[src/rtl/fetch_controller_pkg.sv]
// Shared fetch-stage types and constants.
package riscv_pkg;
  typedef enum logic [1:0] {IDLE, REQ, HOLD, DRAIN} fetch_state_t;
  localparam int unsigned INSTR_BYTES = 4;
endpackage

[src/rtl/fetch_controller_if.sv]
// Instruction-memory request/ready and decode valid/ready handshake bundle.
interface fetch_controller_if #(parameter int unsigned REG_BITS = 32) ();
  logic                imemReq;
  logic [REG_BITS-1:0] imemAddr;
  logic                imemReady;
  logic [REG_BITS-1:0] imemRdata;
  logic                instrValid;
  logic [REG_BITS-1:0] instr;
  logic [REG_BITS-1:0] instrPc;
  logic                decodeReady;

  modport master (
    output imemReq, imemAddr, instrValid, instr, instrPc,
    input  imemReady, imemRdata, decodeReady
  );

  modport slave (
    input  imemReq, imemAddr, instrValid, instr, instrPc,
    output imemReady, imemRdata, decodeReady
  );
endinterface

[src/rtl/fetch_controller_buffer.sv]
// Holding register for the fetched instruction word and its address.
module fetch_buffer #(
  parameter int unsigned REG_BITS = 32
) (
  input  logic                clk,
  input  logic                clear,
  input  logic                load,
  input  logic [REG_BITS-1:0] rdata,
  input  logic [REG_BITS-1:0] addr,
  output logic [REG_BITS-1:0] instr,
  output logic [REG_BITS-1:0] instrPc
);
  always_ff @(posedge clk) begin
    if (clear) begin
      instr   <= '0;
      instrPc <= '0;
    end else if (load) begin
      instr   <= rdata;
      instrPc <= addr;
    end
  end
endmodule

[src/rtl/fetch_controller.sv]
// Fetch sequencer: drives pcNext, the instruction-memory request and the decode handshake.
module fetch_controller
  import riscv_pkg::*;
#(
  parameter int unsigned         REG_BITS     = 32,
  parameter logic [REG_BITS-1:0] RESET_VECTOR = '0
) (
  input  logic                clk,
  input  logic                rst,
  input  logic [REG_BITS-1:0] pc,
  output logic [REG_BITS-1:0] pcNext,
  fetch_controller_if.master  bus,
  input  logic                redirectValid,
  input  logic [REG_BITS-1:0] redirectTarget,
  input  logic                stall,
  output logic                misaligned
);
  fetch_state_t        state;
  logic [REG_BITS-1:0] reqAddr;
  logic [REG_BITS-1:0] redirectPc;
  logic                accept;
  logic                capture;

  assign redirectPc = {redirectTarget[REG_BITS-1:2], 2'b00};
  assign accept     = (state == HOLD) && bus.decodeReady && !redirectValid;
  assign capture    = (state == REQ) && bus.imemReady && !redirectValid && !rst;

  always_comb begin
    pcNext = pc;
    if (rst)                pcNext = RESET_VECTOR;
    else if (redirectValid) pcNext = redirectPc;
    else if (accept)        pcNext = pc + REG_BITS'(INSTR_BYTES);
  end

  assign misaligned     = !rst && redirectValid && (|redirectTarget[1:0]);
  // Reset aborts an in-flight request in the same cycle, so gate the decodes with rst.
  assign bus.imemReq    = !rst && ((state == REQ) || (state == DRAIN));
  assign bus.instrValid = !rst && (state == HOLD);
  assign bus.imemAddr   = reqAddr;

  // reqAddr takes pcNext at the transition edge: that is the pc value seen on entry to REQ.
  always_ff @(posedge clk) begin
    if (rst) begin
      state   <= IDLE;
      reqAddr <= '0;
    end else begin
      unique case (state)
        IDLE: begin
          if (!stall) begin
            state   <= REQ;
            reqAddr <= pcNext;
          end
        end
        REQ: begin
          if (redirectValid && !bus.imemReady) begin
            state <= DRAIN;
          end else if (redirectValid) begin
            if (stall) state <= IDLE;
            else begin
              state   <= REQ;
              reqAddr <= pcNext;
            end
          end else if (bus.imemReady) begin
            state <= HOLD;
          end
        end
        HOLD: begin
          if (redirectValid || bus.decodeReady) begin
            if (stall) state <= IDLE;
            else begin
              state   <= REQ;
              reqAddr <= pcNext;
            end
          end
        end
        DRAIN: begin
          if (bus.imemReady) begin
            if (stall) state <= IDLE;
            else begin
              state   <= REQ;
              reqAddr <= pcNext;
            end
          end
        end
        default: state <= IDLE;
      endcase
    end
  end

  fetch_buffer #(.REG_BITS(REG_BITS)) u_buffer (
    .clk     (clk),
    .clear   (rst),
    .load    (capture),
    .rdata   (bus.imemRdata),
    .addr    (reqAddr),
    .instr   (bus.instr),
    .instrPc (bus.instrPc)
  );
endmodule

[src/flat_wrapper.sv]
// flat-port wrapper written by rule: the top's interface ports become plain ports
module fetch_controller_flat import riscv_pkg::*;
#(
  parameter int unsigned         REG_BITS     = 32,
  parameter logic [REG_BITS-1:0] RESET_VECTOR = '0
)
  (clk, rst, pc, pcNext, redirectValid, redirectTarget, stall, misaligned, bus_imemReq, bus_imemAddr, bus_instrValid, bus_instr, bus_instrPc, bus_imemReady, bus_imemRdata, bus_decodeReady);
  fetch_controller_if #(.REG_BITS(REG_BITS)) bus_i ();
  input  logic clk;
  input  logic rst;
  input  logic [REG_BITS-1:0] pc;
  output logic [REG_BITS-1:0] pcNext;
  input  logic redirectValid;
  input  logic [REG_BITS-1:0] redirectTarget;
  input  logic stall;
  output logic misaligned;
  output wire logic [$bits(bus_i.imemReq)-1:0] bus_imemReq;
  output wire logic [$bits(bus_i.imemAddr)-1:0] bus_imemAddr;
  output wire logic [$bits(bus_i.instrValid)-1:0] bus_instrValid;
  output wire logic [$bits(bus_i.instr)-1:0] bus_instr;
  output wire logic [$bits(bus_i.instrPc)-1:0] bus_instrPc;
  input wire logic [$bits(bus_i.imemReady)-1:0] bus_imemReady;
  input wire logic [$bits(bus_i.imemRdata)-1:0] bus_imemRdata;
  input wire logic [$bits(bus_i.decodeReady)-1:0] bus_decodeReady;
  assign bus_imemReq = bus_i.imemReq;
  assign bus_imemAddr = bus_i.imemAddr;
  assign bus_instrValid = bus_i.instrValid;
  assign bus_instr = bus_i.instr;
  assign bus_instrPc = bus_i.instrPc;
  assign bus_i.imemReady = bus_imemReady;
  assign bus_i.imemRdata = bus_imemRdata;
  assign bus_i.decodeReady = bus_decodeReady;
  fetch_controller #(.REG_BITS(REG_BITS), .RESET_VECTOR(RESET_VECTOR)) u_core (.clk(clk), .rst(rst), .pc(pc), .pcNext(pcNext), .bus(bus_i), .redirectValid(redirectValid), .redirectTarget(redirectTarget), .stall(stall), .misaligned(misaligned));
endmodule
[config.mk]
export PLATFORM = sky130hd
export DESIGN_NAME = fetch_controller_flat
export DESIGN_NICKNAME = d
export VERILOG_FILES = /design/src/rtl/fetch_controller_pkg.sv /design/src/rtl/fetch_controller_if.sv /design/src/rtl/fetch_controller_buffer.sv /design/src/rtl/fetch_controller.sv /design/src/flat_wrapper.sv
export SDC_FILE = /design/constraint.sdc
export NUM_CORES = 1
export LEC_CHECK = 0
export ABC_CLOCK_PERIOD_IN_PS = 1900
export CAP_MARGIN = 30
export CORE_AREA = 2 2 118 120
export DETAILED_ROUTE_END_ITERATION = 7
export DIE_AREA = 0 0 120 122
export GPL_TIMING_DRIVEN = 0
export PLACE_DENSITY_LB_ADDON = 0.15
export SLEW_MARGIN = 25
export SYNTH_ARGS = -nofsm -noshare
export SYNTH_HDL_FRONTEND = slang
export SYNTH_SLANG_ARGS = --single-unit
[constraint.sdc]
create_clock -name clk -period 1.9 [get_ports clk]
set_input_delay 0.19 -clock clk [delete_from_list [all_inputs] [get_ports clk]]
set_output_delay 0.19 -clock clk [all_outputs]
set_load 0.01 [all_outputs]
==> impl_results.rst <==
.. list-table::
   :header-rows: 1

   * - Metric
     - Value
   * - Number of endpoints failing setup at the final stage
     - 35
   * - Clock latency of the later-clocked register in the worst-skew pair
     - approximately 0.35 ns
   * - Global-route wire length before repair
     - between 30,000 and 40,000 µm
   * - Count of hold-fix buffers inserted at cts
     - 0
   * - Die Width
     - 120 µm
   * - Count of endpoints failing hold in the final timing report
     - 0
   * - WP data required
     - about 1.7 ns
   * - Max-slew violation total from the final report
     - 0
   * - Maximum cell stage delay along the critical path
     - roughly 0.33 ns
   * - Antenna viol nets, final
     - 0
   * - RSZ-0062 raised after global routing
     - true
   * - Largest delay share family, worst path
     - buffers and inverters
   * - H-Tree Depth
     - 3
   * - Total number of clock tree sinks
     - 98
   * - Post-synthesis cell type with the largest combined area
     - dfxtp_1
   * - Post-route clock period utilization
     - 123%
   * - Minimum clock period
     - approximately 2.3 ns
   * - Most instantiated flip-flop cell in the synthesis netlist
     - dfxtp_1
   * - Worst Setup Slack, final
     - -0.429 ns
   * - Initial antenna violation count
     - 0
   * - Root buffer selected by CTS
     - clkbuf_16
   * - Number of top-level design ports
     - about 230
   * - Number of buffers inserted by port buffering
     - 230
   * - Gpl congestion
     - between 0.9 and 1
   * - Type of destination of the critical path
     - output port
   * - Crit-path cells
     - buf_6 -> buf_8 -> nand3b_1 -> buf_6 -> or3_4 -> a311oi_2 -> buf_2
   * - Share of async-settable or async-resettable flops after synthesis
     - 0%
   * - Largest net degree at the start of global routing
     - 18
   * - Fillers
     - between 1,000 and 1,500
   * - Hold/Removal Path Class
     - input pin to register
   * - Failing checks
     - setup timing
   * - Leakage component of the power
     - around 4 nW
   * - Number of search-and-repair iterations in the first detailed-routing pass
     - 5
   * - Arrival time of the worst setup path
     - ~2.1 ns
   * - Gate count after technology mapping
     - around 640
   * - Max Fanout on Critical Path
     - 4
   * - Leftover overflow at the end of global routing
     - 0
   * - Overall routed net length
     - ~22,000 µm
   * - Slowest cell on crit path
     - dfxtp_2
   * - TNS Setup
     - -9.05 ns
   * - Max-slew headroom
     - 40.2%
   * - Reg-to-reg setup timing slack
     - -0.22 ns
   * - Number of enable flip-flop cells after synthesis
     - 0
   * - Startpoint class of the critical path
     - register
   * - Worst Path Buf+Inv
     - 4
   * - VDD IR max
     - ~0.00036 V
   * - Most frequent cell on the critical path
     - buf_6
   * - Mean cell area of the mapped netlist
     - around 7.6 µm²
   * - Number of global-route vias before repair
     - roughly 6,000
   * - Critical path launch point
     - u_core.state[0]$_SDFFE_PP0P_
   * - Total power
     - between 5 and 6 mW
   * - Maximum clock frequency
     - around 0.43 GHz
   * - Number of standard-cell rows in the floorplan
     - between 40 and 50
   * - Reg2Reg Launch Point
     - u_core.state[0]$_SDFFE_PP0P_
   * - Power per Cell Area
     - approximately 570 nW/µm²
   * - Overall fraction of global-route tracks in use
     - approximately 29%
   * - Worst Path Class, Setup
     - register to output port
   * - Clk slew on worst S/H paths
     - roughly 0.070 ns
   * - Top cells by area in the synthesized netlist
     - dfxtp_1 40%, nand2_1 12%, nand3_1 9.1%
   * - Total vias in the final route
     - 6,363
   * - HPWL after detailed placement
     - ~16,000 µm
   * - Routed len/inst
     - between 15 and 20 µm
   * - Sequential fraction of the synthesis area
     - between 40 and 50%
   * - 1st-iter DRT viols
     - 552
   * - Area Overhead vs Synth
     - 86.7%
   * - Fraction of final layout cells with drive strength greater than 1
     - a little under 30%
   * - Clk buf depth
     - 2
   * - Least-Margin Pin Slew
     - around 0.9 ns
   * - Warnings, synthesis
     - 0
   * - Post-Syn Nets
     - around 750
   * - Startpoint of the worst hold path
     - pc[9]
   * - Hold Slack
     - roughly 0.35 ns
   * - Die height
     - between 100 and 150 µm
   * - Starting density of the core
     - between 30% and 40%
   * - Nets@finish
     - approximately 1,100
   * - DRC violations left
     - 0
   * - Die footprint
     - 14,600 µm²
   * - Commonest non-fill, non-tap cell in the layout
     - clkdlybuf4s50_1
   * - Total standard cell area after synthesis
     - 4850 µm²
   * - Post-detailed-route via-to-cell ratio
     - 5.48
   * - Fraction of synthesized cell area taken by the top area cell type
     - 40.5%
   * - Status
     - finished with violations
   * - CTS tree
     - built
   * - Most frequent cells in the layout
     - 175 x clkdlybuf4s50_1, 151 x nand2_1, 96 x dfxtp_1
   * - Diode insertion count for antenna repair
     - 0
   * - Max_cap viols
     - 0
   * - Number of clock buffers inserted by TritonCTS
     - 9
   * - Netlist cell types
     - 62
   * - Max Clock Skew
     - approximately 0.0087 ns
   * - Worst slack after detailed placement
     - -1.60 ns
   * - Floorplan core area
     - between 10,000 and 15,000 µm²
   * - Number of synthesized register bits
     - 98
[cell type report]
class / instances / area [µm²] / area share, %
plain buffers: 43 / 288 / 3.18
clock buffers: 10 / 229 / 2.53
clock inverters: 6 / 50.0 / 0.553
inverters: 8 / 30.0 / 0.332
multi-input cells: 489 / 3310 / 36.6
flip-flops and latches: 98 / 1960 / 21.7
well taps: 180 / 225 / 2.49
repair buffers: 327 / 2950 / 32.6
[final timing paths]
kind | endpoint | cells past startpoint
setup / recovery | pcNext[6] | 7
hold / removal | u_core.bus.imemAddr[9]$_SDFFE_PP0P_ | 4
setup reg to reg | u_core.bus.imemAddr[3]$_SDFFE_PP0P_ | 14
hold reg to reg | u_core.u_buffer.instrPc[7]$_SDFFE_PP0P_ | 2
[routing by layer]
layer  track usage (%)  wire [µm]
met4              12.6        796
met5                 0          0
met1              37.8       9290
met2              47.5      10500
met3              4.59       1550
[registers in the layout, indices dropped and copies added, names as in the netlist]
register,cells
u_core.bus.imemAddr,32
u_core.state,2
u_core.u_buffer.instr,32
u_core.u_buffer.instrPc,32
[stage by stage]
stage	utilization, %	instances	cell area (µm²)
after floorplan	-	642	4850
after global placement	54.6	1052	7370
after detailed placement	54.6	1052	7370
after CTS	65.8	1159	8890
after global routing	67.0	1161	9050
final	67.0	1161	9050
[timing repair]
action                     CTS  global route
pin swaps                   70            37
resized for setup          330            79
setup endpoints to repair  130           114
buffers inserted            98            20
[Yosys cell counts (3+ instances only)]
master and n:
nand2_1 159, dfxtp_1 98, nand3_1 88, nor2_1 37
clkbuf_1 32, a21oi_1 20, nand4_1 19, o21ai_0 18
and3_1 15, nor3_1 14, buf_1 9, and2_1 8
inv_1 8, o21a_1 6, a21o_1 5, buf_2 5
nor2b_1 5, a211oi_1 4, a311oi_1 4, a31o_2 4
and4_1 4, mux2i_1 4, nand2b_1 4, nor4_1 4
o31a_1 4, o31ai_1 4, or2_2 4, or3_1 4
a311o_1 3, nor3_2 3, nor4b_1 3, xnor2_1 3
[cell families after synthesis]
logic type / Yosys count / share of synthesized area, %
AND/OR/NAND/NOR: 386 / 39.2
flip-flops: 98 / 40.5
AO/OA/AOI/OAI: 92 / 13.6
buffers and inverters: 55 / 4.54
XOR/XNOR: 5 / 0.904
multiplexers: 5 / 1.06
adder cells (fa/ha/maj): 1 / 0.258
[report_power, final]
part / total [mW] / internal, mW / switching (mW)
Sequential: 2.19 / 2.13 / 0.0629
Clock: 1.75 / 0.908 / 0.841
Combinational: 1.20 / 0.613 / 0.590
[worst min-delay path, stage by stage]
cell and delay, ns:
buf_2 0.16, nand2_1 0.10, nand4_1 0.12, a21oi_1 0.07
Power figures use the tool's default switching activity.
